## config.mk

```make
export PLATFORM = sky130hd
export DESIGN_NAME = execute_stage
export DESIGN_NICKNAME = d
export VERILOG_FILES = /design/src/rtl/execute_stage_pkg.sv /design/src/rtl/alu.sv /design/src/rtl/execute_stage_forward_unit.sv /design/src/rtl/execute_stage.sv
export SDC_FILE = /design/constraint.sdc
export NUM_CORES = 1
export LEC_CHECK = 0
export CAP_MARGIN = 5
export CELL_PAD_IN_SITES_DETAIL_PLACEMENT = 0
export CELL_PAD_IN_SITES_GLOBAL_PLACEMENT = 1
export CORE_UTILIZATION = 35
export CTS_CLUSTER_SIZE = 20
export DETAILED_ROUTE_END_ITERATION = 12
export GPL_TIMING_DRIVEN = 1
export PLACE_DENSITY = 0.81
export SETUP_SLACK_MARGIN = 0.15
export SYNTH_ARGS = -nofsm -noshare
export SYNTH_HDL_FRONTEND = slang
export SYNTH_SLANG_ARGS = --single-unit
```

## constraint.sdc

```tcl
create_clock -name clk -period 9.55 [get_ports clk]
set_input_delay 1.91 -clock clk [delete_from_list [all_inputs] [get_ports clk]]
set_output_delay 1.91 -clock clk [all_outputs]
set_load 0.01 [all_outputs]
```

## src/rtl/execute_stage_pkg.sv

```systemverilog
// Shared encodings and pipeline bundle types for the RV32I execute stage.
// ALU control codes are shared with decode; B_* codes produce zero when the branch is taken.
package execute_stage_pkg;

  localparam logic [3:0] ALU_ADD   = 4'd0;
  localparam logic [3:0] ALU_SUB   = 4'd1;
  localparam logic [3:0] ALU_AND   = 4'd2;
  localparam logic [3:0] ALU_OR    = 4'd3;
  localparam logic [3:0] ALU_XOR   = 4'd4;
  localparam logic [3:0] ALU_SLL   = 4'd5;
  localparam logic [3:0] ALU_SRL   = 4'd6;
  localparam logic [3:0] ALU_SRA   = 4'd7;
  localparam logic [3:0] ALU_SLT   = 4'd8;
  localparam logic [3:0] ALU_SLTU  = 4'd9;
  localparam logic [3:0] B_BNE     = 4'd10;
  localparam logic [3:0] B_BLT     = 4'd11;
  localparam logic [3:0] B_BGE     = 4'd12;
  localparam logic [3:0] B_BLTU    = 4'd13;
  localparam logic [3:0] B_BGEU    = 4'd14;
  localparam logic [3:0] ALU_PASSB = 4'd15;

  typedef enum logic [1:0] {FWD_REG, FWD_MEM, FWD_WB} fwd_sel_t;

  typedef struct packed {
    logic        valid;
    logic [31:0] pc;
    logic [31:0] rs1_data;
    logic [31:0] rs2_data;
    logic [31:0] imm;
    logic [4:0]  rs1_addr;
    logic [4:0]  rs2_addr;
    logic [4:0]  rd_addr;
    logic [3:0]  alu_control;
    logic        alu_src;
    logic        pc_src;
    logic        branch;
    logic        jal;
    logic        jalr;
    logic        mem_read;
    logic        mem_write;
    logic        reg_write;
    logic        mem_to_reg;
  } id_ex_t;

  typedef struct packed {
    logic        valid;
    logic        reg_write;
    logic        mem_read;
    logic        mem_write;
    logic        mem_to_reg;
    logic        jump;
    logic        overflow;
    logic [31:0] alu_result;
    logic [31:0] store_data;
    logic [31:0] pc_plus4;
    logic [4:0]  rd_addr;
  } ex_mem_t;

endpackage

```

## src/rtl/alu.sv

```systemverilog
// RV32I ALU: arithmetic/logic ops plus branch compares that return zero when taken.
module alu
  import execute_stage_pkg::*;
#(
  parameter int XLEN = 32
) (
  input  logic [3:0]      alu_control,
  input  logic [XLEN-1:0] a,
  input  logic [XLEN-1:0] b,
  output logic [XLEN-1:0] result,
  output logic            zero_flag,
  output logic            overflow
);
  logic [XLEN-1:0] sum;
  logic [XLEN-1:0] diff;
  logic            lt_s;
  logic            lt_u;

  assign sum  = a + b;
  assign diff = a - b;
  assign lt_s = $signed(a) < $signed(b);
  assign lt_u = a < b;

  always_comb begin
    result   = '0;
    overflow = 1'b0;
    case (alu_control)
      ALU_ADD: begin
        result   = sum;
        overflow = (a[XLEN-1] == b[XLEN-1]) && (sum[XLEN-1] != a[XLEN-1]);
      end
      ALU_SUB: begin
        result   = diff;
        overflow = (a[XLEN-1] != b[XLEN-1]) && (diff[XLEN-1] != a[XLEN-1]);
      end
      ALU_AND:   result = a & b;
      ALU_OR:    result = a | b;
      ALU_XOR:   result = a ^ b;
      ALU_SLL:   result = a << b[4:0];
      ALU_SRL:   result = a >> b[4:0];
      ALU_SRA:   result = $signed(a) >>> b[4:0];
      ALU_SLT:   result = {{(XLEN-1){1'b0}}, lt_s};
      ALU_SLTU:  result = {{(XLEN-1){1'b0}}, lt_u};
      // Branch compares: zero means taken
      B_BNE:     result = {{(XLEN-1){1'b0}}, (a == b)};
      B_BLT:     result = {{(XLEN-1){1'b0}}, !lt_s};
      B_BGE:     result = {{(XLEN-1){1'b0}}, lt_s};
      B_BLTU:    result = {{(XLEN-1){1'b0}}, !lt_u};
      B_BGEU:    result = {{(XLEN-1){1'b0}}, lt_u};
      ALU_PASSB: result = b;
      default:   result = '0;
    endcase
  end

  assign zero_flag = (result == '0);
endmodule

```

## src/rtl/execute_stage_forward_unit.sv

```systemverilog
// Operand forwarding selects (MEM over WB over register file) and load-use detection.
module forward_unit
  import execute_stage_pkg::*;
(
  input  logic       in_valid,
  input  logic [4:0] rs1_addr,
  input  logic [4:0] rs2_addr,
  input  logic       mem_valid,
  input  logic       mem_reg_write,
  input  logic       mem_mem_read,
  input  logic [4:0] mem_rd,
  input  logic       wb_reg_write,
  input  logic [4:0] wb_rd,
  output fwd_sel_t   rs1_sel,
  output fwd_sel_t   rs2_sel,
  output logic       load_use_stall
);
  logic [4:0] rs_addr [2];
  fwd_sel_t   sel [2];

  assign rs_addr[0] = rs1_addr;
  assign rs_addr[1] = rs2_addr;

  // A load in EX/MEM has no data yet, so it is never a forwarding source
  generate
    for (genvar gi = 0; gi < 2; gi++) begin : g_sel
      logic mem_hit;
      logic wb_hit;
      assign mem_hit = mem_valid && mem_reg_write && !mem_mem_read && (mem_rd == rs_addr[gi]);
      assign wb_hit  = wb_reg_write && (wb_rd == rs_addr[gi]);
      assign sel[gi] = (rs_addr[gi] == 5'd0) ? FWD_REG :
                       mem_hit               ? FWD_MEM :
                       wb_hit                ? FWD_WB  : FWD_REG;
    end
  endgenerate

  assign rs1_sel = sel[0];
  assign rs2_sel = sel[1];

  assign load_use_stall = in_valid && mem_valid && mem_mem_read && (mem_rd != 5'd0) &&
                          ((mem_rd == rs1_addr) || (mem_rd == rs2_addr));
endmodule

```

## src/rtl/execute_stage.sv

```systemverilog
// RV32I EX stage: operand forwarding, ALU, branch/jump resolution, registered EX/MEM bundle.
module execute_stage
  import execute_stage_pkg::*;
#(
  parameter int          XLEN           = 32,
  parameter logic [31:0] RESET_PC_PLUS4 = 32'h0000_0004
) (
  input  logic            clk,
  input  logic            reset,
  input  logic            stall,
  input  logic            flush,
  input  logic            in_valid,
  input  logic [XLEN-1:0] in_pc,
  input  logic [XLEN-1:0] in_rs1_data,
  input  logic [XLEN-1:0] in_rs2_data,
  input  logic [XLEN-1:0] in_imm,
  input  logic [4:0]      in_rs1_addr,
  input  logic [4:0]      in_rs2_addr,
  input  logic [4:0]      in_rd_addr,
  input  logic [3:0]      in_alu_control,
  input  logic            in_alu_src,
  input  logic            in_pc_src,
  input  logic            in_branch,
  input  logic            in_jal,
  input  logic            in_jalr,
  input  logic            in_mem_read,
  input  logic            in_mem_write,
  input  logic            in_reg_write,
  input  logic            in_mem_to_reg,
  input  logic            wb_reg_write,
  input  logic [4:0]      wb_rd,
  input  logic [XLEN-1:0] wb_data,
  output logic            load_use_stall,
  output logic            redirect_valid,
  output logic [XLEN-1:0] redirect_target,
  output logic            out_valid,
  output logic            out_reg_write,
  output logic            out_mem_read,
  output logic            out_mem_write,
  output logic            out_mem_to_reg,
  output logic            out_overflow,
  output logic [XLEN-1:0] out_alu_result,
  output logic [XLEN-1:0] out_store_data,
  output logic [XLEN-1:0] out_pc_plus4,
  output logic [4:0]      out_rd_addr
);
  id_ex_t    id_ex;
  ex_mem_t   ex_mem_reg;
  ex_mem_t   ex_mem_next;
  fwd_sel_t  rs1_sel;
  fwd_sel_t  rs2_sel;
  logic [31:0] mem_fwd_data;
  logic [31:0] fwd_rs1;
  logic [31:0] fwd_rs2;
  logic [31:0] alu_a;
  logic [31:0] alu_b;
  logic [31:0] alu_result;
  logic        alu_zero;
  logic        alu_overflow;
  logic [31:0] jalr_sum;
  logic        taken;
  logic        adv;

  assign id_ex = '{valid: in_valid, pc: in_pc, rs1_data: in_rs1_data, rs2_data: in_rs2_data,
                   imm: in_imm, rs1_addr: in_rs1_addr, rs2_addr: in_rs2_addr,
                   rd_addr: in_rd_addr, alu_control: in_alu_control, alu_src: in_alu_src,
                   pc_src: in_pc_src, branch: in_branch, jal: in_jal, jalr: in_jalr,
                   mem_read: in_mem_read, mem_write: in_mem_write, reg_write: in_reg_write,
                   mem_to_reg: in_mem_to_reg};

  forward_unit u_forward_unit (
    .in_valid       (id_ex.valid),
    .rs1_addr       (id_ex.rs1_addr),
    .rs2_addr       (id_ex.rs2_addr),
    .mem_valid      (ex_mem_reg.valid),
    .mem_reg_write  (ex_mem_reg.reg_write),
    .mem_mem_read   (ex_mem_reg.mem_read),
    .mem_rd         (ex_mem_reg.rd_addr),
    .wb_reg_write   (wb_reg_write),
    .wb_rd          (wb_rd),
    .rs1_sel        (rs1_sel),
    .rs2_sel        (rs2_sel),
    .load_use_stall (load_use_stall)
  );

  // A jump in EX/MEM writes its link address, not the ALU result
  assign mem_fwd_data = ex_mem_reg.jump ? ex_mem_reg.pc_plus4 : ex_mem_reg.alu_result;

  always_comb begin
    case (rs1_sel)
      FWD_MEM: fwd_rs1 = mem_fwd_data;
      FWD_WB:  fwd_rs1 = wb_data;
      default: fwd_rs1 = id_ex.rs1_data;
    endcase
    case (rs2_sel)
      FWD_MEM: fwd_rs2 = mem_fwd_data;
      FWD_WB:  fwd_rs2 = wb_data;
      default: fwd_rs2 = id_ex.rs2_data;
    endcase
  end

  assign alu_a = id_ex.pc_src  ? id_ex.pc  : fwd_rs1;
  assign alu_b = id_ex.alu_src ? id_ex.imm : fwd_rs2;

  alu #(.XLEN(32)) u_alu (
    .alu_control (id_ex.alu_control),
    .a           (alu_a),
    .b           (alu_b),
    .result      (alu_result),
    .zero_flag   (alu_zero),
    .overflow    (alu_overflow)
  );

  assign taken           = id_ex.branch && alu_zero;
  assign adv             = id_ex.valid && !load_use_stall && !flush;
  assign jalr_sum        = fwd_rs1 + id_ex.imm;
  assign redirect_target = id_ex.jalr ? {jalr_sum[31:1], 1'b0} : (id_ex.pc + id_ex.imm);
  assign redirect_valid  = adv && !stall && (taken || id_ex.jal || id_ex.jalr);

  always_comb begin
    ex_mem_next = ex_mem_reg;
    if (stall) begin
      ex_mem_next = ex_mem_reg;
    end else if (flush || load_use_stall) begin
      ex_mem_next.valid     = 1'b0;
      ex_mem_next.reg_write = 1'b0;
      ex_mem_next.mem_read  = 1'b0;
      ex_mem_next.mem_write = 1'b0;
    end else begin
      ex_mem_next.valid      = id_ex.valid;
      ex_mem_next.reg_write  = id_ex.valid && id_ex.reg_write;
      ex_mem_next.mem_read   = id_ex.valid && id_ex.mem_read;
      ex_mem_next.mem_write  = id_ex.valid && id_ex.mem_write;
      ex_mem_next.jump       = id_ex.valid && (id_ex.jal || id_ex.jalr);
      ex_mem_next.mem_to_reg = id_ex.valid && id_ex.mem_to_reg && !(id_ex.jal || id_ex.jalr);
      ex_mem_next.overflow   = alu_overflow;
      ex_mem_next.alu_result = alu_result;
      ex_mem_next.store_data = fwd_rs2;
      ex_mem_next.pc_plus4   = id_ex.pc + 32'd4;
      ex_mem_next.rd_addr    = id_ex.rd_addr;
    end
  end

  always_ff @(posedge clk) begin
    if (reset) begin
      ex_mem_reg          <= '0;
      ex_mem_reg.pc_plus4 <= RESET_PC_PLUS4;
    end else begin
      ex_mem_reg <= ex_mem_next;
    end
  end

  assign out_valid      = ex_mem_reg.valid;
  assign out_reg_write  = ex_mem_reg.reg_write;
  assign out_mem_read   = ex_mem_reg.mem_read;
  assign out_mem_write  = ex_mem_reg.mem_write;
  assign out_mem_to_reg = ex_mem_reg.mem_to_reg;
  assign out_overflow   = ex_mem_reg.overflow;
  assign out_alu_result = ex_mem_reg.alu_result;
  assign out_store_data = ex_mem_reg.store_data;
  assign out_pc_plus4   = ex_mem_reg.pc_plus4;
  assign out_rd_addr    = ex_mem_reg.rd_addr;
endmodule

```

== After elaboration in Yosys (flattened, before gate mapping) ==
Cells that the tools add are included.
W data, S select, Z words.

* $add $sub $neg: 5
* Magnitude comparators: 2
* Equality and inequality tests: 28
* Shift-type cells: 3
* Multiplexer cells: 15
* Bitwise operators: 5
* Reduce and logical (&&, ||, !) cells: 43

{| class="wikitable"
|+ Operators with widths
! kind !! number
|-
| $pmux W32 S14 || 1
|-
| $mux W32 || 4
|-
| $pmux W32 S2 || 2
|-
| $add A32 B32 Y32 || 3
|-
| $lt A32 B32 Y1 || 2
|-
| $add A32 B3 Y32 const B || 1
|-
| $and A32 B32 Y32 || 1
|-
| $eq A32 B32 Y1 || 1
|-
| $eq A4 B4 Y1 const B || 8
|-
| $logic_not A32 Y1 || 1
|-
| $or A32 B32 Y32 || 1
|-
| $shl A32 B5 Y32 || 1
|-
| $shr A32 B5 Y32 || 1
|-
| $sshr A32 B5 Y32 || 1
|-
| $sub A32 B32 Y32 || 1
|-
| $xor A32 B32 Y32 || 1
|-
| $logic_and A1 B1 Y1 || 23
|-
| $eq A5 B5 Y1 || 4
|-
| $eq A4 B3 Y1 const B || 4
|-
| $mux W2 || 6
|-
| $logic_not A5 Y1 || 2
|-
| $eq A4 B2 Y1 const B || 2
|-
| $logic_not A1 Y1 || 7
|-
| $logic_or A1 B1 Y1 || 5
|-
| 12 further kinds || 18
|}

* Register bits after elaboration: 108
* Input port bits: 199
* Output and inout bits: 141
* Word-level logic and storage cells: 112

== Logic depth before layout (Yosys ltp) ==
* Depth in word-level cells: 16
* Gate-level depth with buffers: 31
* Mapped depth without buffers: 29

== Cells and area by module ==
A second synthesis with hierarchy kept.

* Cells, all modules: 2996
* Area total of the unflattened synthesis: 21295.4 um2

{| class="wikitable"
|+ By module, submodules not included
! module !! instances !! cells an instance !! area an instance (um2) !! sequential area each (um2)
|-
| execute_stage || 1 || 1517 || 10814.1 || 2162.1
|-
| alu || 1 || 1435 || 10169.8 || 0.0
|-
| forward_unit || 1 || 44 || 311.5 || 0.0
|}

== Least setup slack after synthesis ==
Ideal clock, no wire load.

* Path type: in2out
* From: input port in_rs1_addr[0]
* To: output port redirect_valid
* Data arrival time: 7508 ps
* Path slack: 132 ps
* Stages: 30
* Buffers on the path: 4
* Path through: xor2_1 nor3_1 nand3_1 nor2_1 or4_1 ha_1 clkbuf_1 clkbuf_1 buf_1 a221o_1 o21ai_0 o21a_1 inv_1 ha_1 clkbuf_1 a21oi_1 o211ai_1 o221ai_1 a2111oi_0 nor4_1 o311a_1 o21a_1 mux2_2 nor2_1 o31ai_1 o21ai_0 a21oi_1 and4_1 nand3_1 o22ai_1

* Cells in the longest elaborated chain, start to end: 16

{| class="wikitable"
|+ Ends and longest elaborated chain
! element !! RTL line !! text
|-
| start, declared || execute_stage.sv:17 || <nowiki>input logic [4:0] in_rs1_addr,</nowiki>
|-
| $eq A5 B5 Y1 || execute_stage_forward_unit.sv:30 || <nowiki>assign wb_hit = wb_reg_write && (wb_rd == rs_addr[gi]);</nowiki>
|-
| $logic_and A1 B1 Y1 || execute_stage_forward_unit.sv:30 ||
|-
| $mux W2 || execute_stage_forward_unit.sv:33 || <nowiki>wb_hit ? FWD_WB : FWD_REG;</nowiki>
|-
| $mux W2 || execute_stage_forward_unit.sv:32 || <nowiki>mem_hit ? FWD_MEM :</nowiki>
|-
| $mux W2 || execute_stage_forward_unit.sv:31 || <nowiki>assign sel[gi] = (rs_addr[gi] == 5'd0) ? FWD_REG :</nowiki>
|-
| $eq A2 B2 Y1 / $eq A2 B1 Y1 (equally long branches) || execute_stage.sv:90 || <nowiki>case (rs1_sel)</nowiki>
|-
| $pmux W32 S2 || execute_stage.sv:90 ||
|-
| $mux W32 || execute_stage.sv:102 || <nowiki>assign alu_a = id_ex.pc_src ? id_ex.pc : fwd_rs1;</nowiki>
|-
| $lt A32 B32 Y1 (on tied branches) || alu.sv:22, alu.sv:21 ||
|-
| $logic_not A1 Y1 (on tied branches) || alu.sv:48, alu.sv:46 ||
|-
| $pmux W32 S14 || alu.sv:27 || <nowiki>case (alu_control)</nowiki>
|-
| $logic_not A32 Y1 || alu.sv:55 || <nowiki>assign zero_flag = (result == '0);</nowiki>
|-
| $logic_and A1 B1 Y1 || execute_stage.sv:114 || <nowiki>assign taken = id_ex.branch && alu_zero;</nowiki>
|-
| $logic_or A1 B1 Y1 (2 in series) || execute_stage.sv:118 || <nowiki>assign redirect_valid = adv && !stall && (taken || id_ex.jal || id_ex.jalr);</nowiki>
|-
| $logic_and A1 B1 Y1 * || execute_stage.sv:118 ||
|-
| end, declared || execute_stage.sv:34 || <nowiki>output logic redirect_valid,</nowiki>
|}

Every way passes the cells marked *; elsewhere a longest branch is shown, timed or not.

== Worst setup path in the final report ==
Same ends and word-level chain as after synthesis.

==> impl_metrics.yaml <==
logic_synthesis:
  synth_most_common_cell: "nor2_1"
  seq_area_frac_synth_pct: 11.0
  synth_fp_nets: 3264
  synth_area_leaders: "dfxtp_1 (11%), ha_1 (10%), nor2_1 (6.0%), nand2_1 (5.4%), a21oi_1 (5.2%)"
  synth-async-reset-ratio_pct: 0
  synth_top_area_share_pct: 11.0
  synth_common_cells: "nor2_1 (311), nand2_1 (282), a21oi_1 (204)"
  syn_area_um2: 19600
  yosysWarnings: 0
  synthCells: 2900
  ys_ff_latch: 108
  synth_cell_types: 95
  yosys.area.top_type: "dfxtp_1"
  synth_edf_count: 0
  ys.flop_type: "dfxtp_1"
  syn_area_per_cell_um2: 6.75
global_routing:
  antenna_found_initial: 4
  grt_max_degree: 88
  overflow: 0
  grt_pass1_wl_um: 180000
  grt_use_total_pct: 43.0
  grt_pass1_vias: 26900
route:
  wl_per_cell_um: 28.0
  drtIter0Drc: 2829
  drt-vias-per-instance: 6.15
  drc_errors: 0
  vias: 27900
  drt-total-wl_um: 127000
  first_pass_iters: 6
  ant_nets: 0
floorplanning:
  pin_count: 340
  rows: 86
  initial_core_util_pct: 35.5
  fp.dieH_um: 239
  core_um2: 55200
  die-width_um: 239
  die_area_um2: 56900
sta:
  finClkSkew_ns: 0.0137
  tightestPinTransition_ns: 1.10
  hold_viol: 0
  period_share_pct: 102
  drv_slew: 0
  fin_ws_ns: -0.147
  finalCriticalPeriod_ns: 9.70
  rsz0062_at_grt: "true"
  setup_viol: 2
  relSlewSlack_pct: 26.8
  max_clock_freq_ghz: 0.103
  tns_ns: -0.261
  timing.hold.ws_ns: 0.463
critical_path:
  end_kind: "primary output"
  cp_max_fo: 3
  crit_top_cell: "buf_4"
  critPathTopFamily: "buffers and inverters"
  critPathKind: "in2out"
  required_ns: 7.64
  critPathSlowestCell: "and4b_1"
  cp-start-kind: "input port"
  cp.buffers_inverters: 34
  critPathMaxStageDelay_ns: 0.22
  cp.arrival_ns: 7.79
placement:
  port_buffers: 339
  dpl_worst_slack_ns: -2.27
  placed_area_um2: 28200
  hpwlAfterDp_um: 103000
  globalplace.congestion: 1.09
cells_and_area:
  fin_util_pct: 54.4
  fin_nets: 4143
  finish.instance_area_um2: 30000
  nFillCells: 5423
  drive_above_1_share_pct: 29.1
  syn_to_final_growth_pct: 53.2
min_path:
  hold_path.class: "reg2reg"
clocking:
  clock_path_buffers: 2
  clock_sinks: 108
  numCtsBuffers: 9
  ctsHoldBuffers: 0
  cts_max_level: 3
  worstSkewPairLatency_ns: 0.39
  cts_root_buf: "clkbuf_16"
  path_clk_slew_ns: 0.08
  cts_tree: "built"
status:
  status: "complete, but fails checks"
  failed_checks: "setup timing"
job:
  maxCapViolations: 0
pwr:
  power.leakage_nw: 13.0
  power.density_nw_per_um2: 104
  peakVddDrop_mv: 0.0890
-- layout by cell type, fill, tap and decap left out, types with 47 or more instances in the layout --
| cell type | count |
|---|---|
| buf_4 | 807 |
| mux2_2 | 47 |
| a21oi_1 | 183 |
| nand2_1 | 280 |
| nor2_1 | 303 |
| o211ai_1 | 63 |
| o22ai_1 | 49 |
| inv_1 | 128 |
| xnor2_1 | 64 |
| nor3_1 | 85 |
| ha_1 | 147 |
| clkdlybuf4s50_1 | 311 |
| o21ai_0 | 155 |
| a211oi_1 | 68 |
| nand3_1 | 108 |
| dfxtp_1 | 107 |
-- final cells by class --
cell class	instances	area, um2	share of cell area, %
clock buffer	11	253	0.842
sequential	108	2160	7.21
multi-input combinational	2344	16200	54.1
inverter	143	549	1.83
antenna	4	10.0	0.0334
tap	748	936	3.12
clock inverter	4	55.1	0.183
timing repair buffer	1173	9810	32.7
-- report_power, final --
group | internal (mW) | total (mW) | switching [mW]
clock | 0.219 | 0.423 | 0.204
combinational | 1.01 | 2.20 | 1.19
sequential | 0.479 | 0.511 | 0.0322
-- final timing paths --
kind | from | slack (ns) | to | cells past startpoint
max | in_rs1_addr[0] | -0.15 | redirect_valid | 46
min | out_mem_to_reg$_SDFFE_PP0P_ | 0.46 | out_mem_to_reg$_SDFFE_PP0P_ | 2
max reg2reg | out_rd_addr[1]$_SDFFE_PP0P_ | 2.86 | out_store_data[0]$_SDFFE_PP0P_ | 40
min reg2reg | out_mem_to_reg$_SDFFE_PP0P_ | 0.46 | out_mem_to_reg$_SDFFE_PP0P_ | 2
-- layer usage --
metal	global-route usage [%]	wire length, um
met1	52.3	49000
met2	70.8	57100
met3	7.47	11800
met4	26.1	9120
met5	0	11
-- worst register-to-register path: cells and delay by family, from the launching register on --
kind / cells / cell delay [ns]
XOR/XNOR: 1 / 0.12
buffers and inverters: 33 / 4.50
AND/OR/NAND/NOR: 5 / 1.19
AO/OA/AOI/OAI: 1 / 0.21
flip-flops: 1 / 0.53
-- repair_timing --
item | CTS | global route
pin swaps | 62 | 64
endpoints found under the setup margin | 19 | 8
buffers inserted | 65 | 13
gates resized for setup | 201 | 93
-- cell families (layout without fill, tap and decap cells) --
family	after synthesis	in the layout	share of synthesized area (%)
compound gates	1001	1001	35.1
simple gates	983	983	22.9
buf+inv	448	1331	10.8
fa+ha+maj	165	165	10.7
xor+xnor	116	116	5.19
flops	108	108	11.0
mux	79	79	4.38
other cells	0	4	0
-- stage by stage --
stage	instances	power, mW
floorplan	2900	1.45
global placement	4438	2.52
detailed placement	4438	2.53
CTS	4518	3.03
global route	4534	3.26
finish	4535	3.13
(Power assumes the default switching activity.)
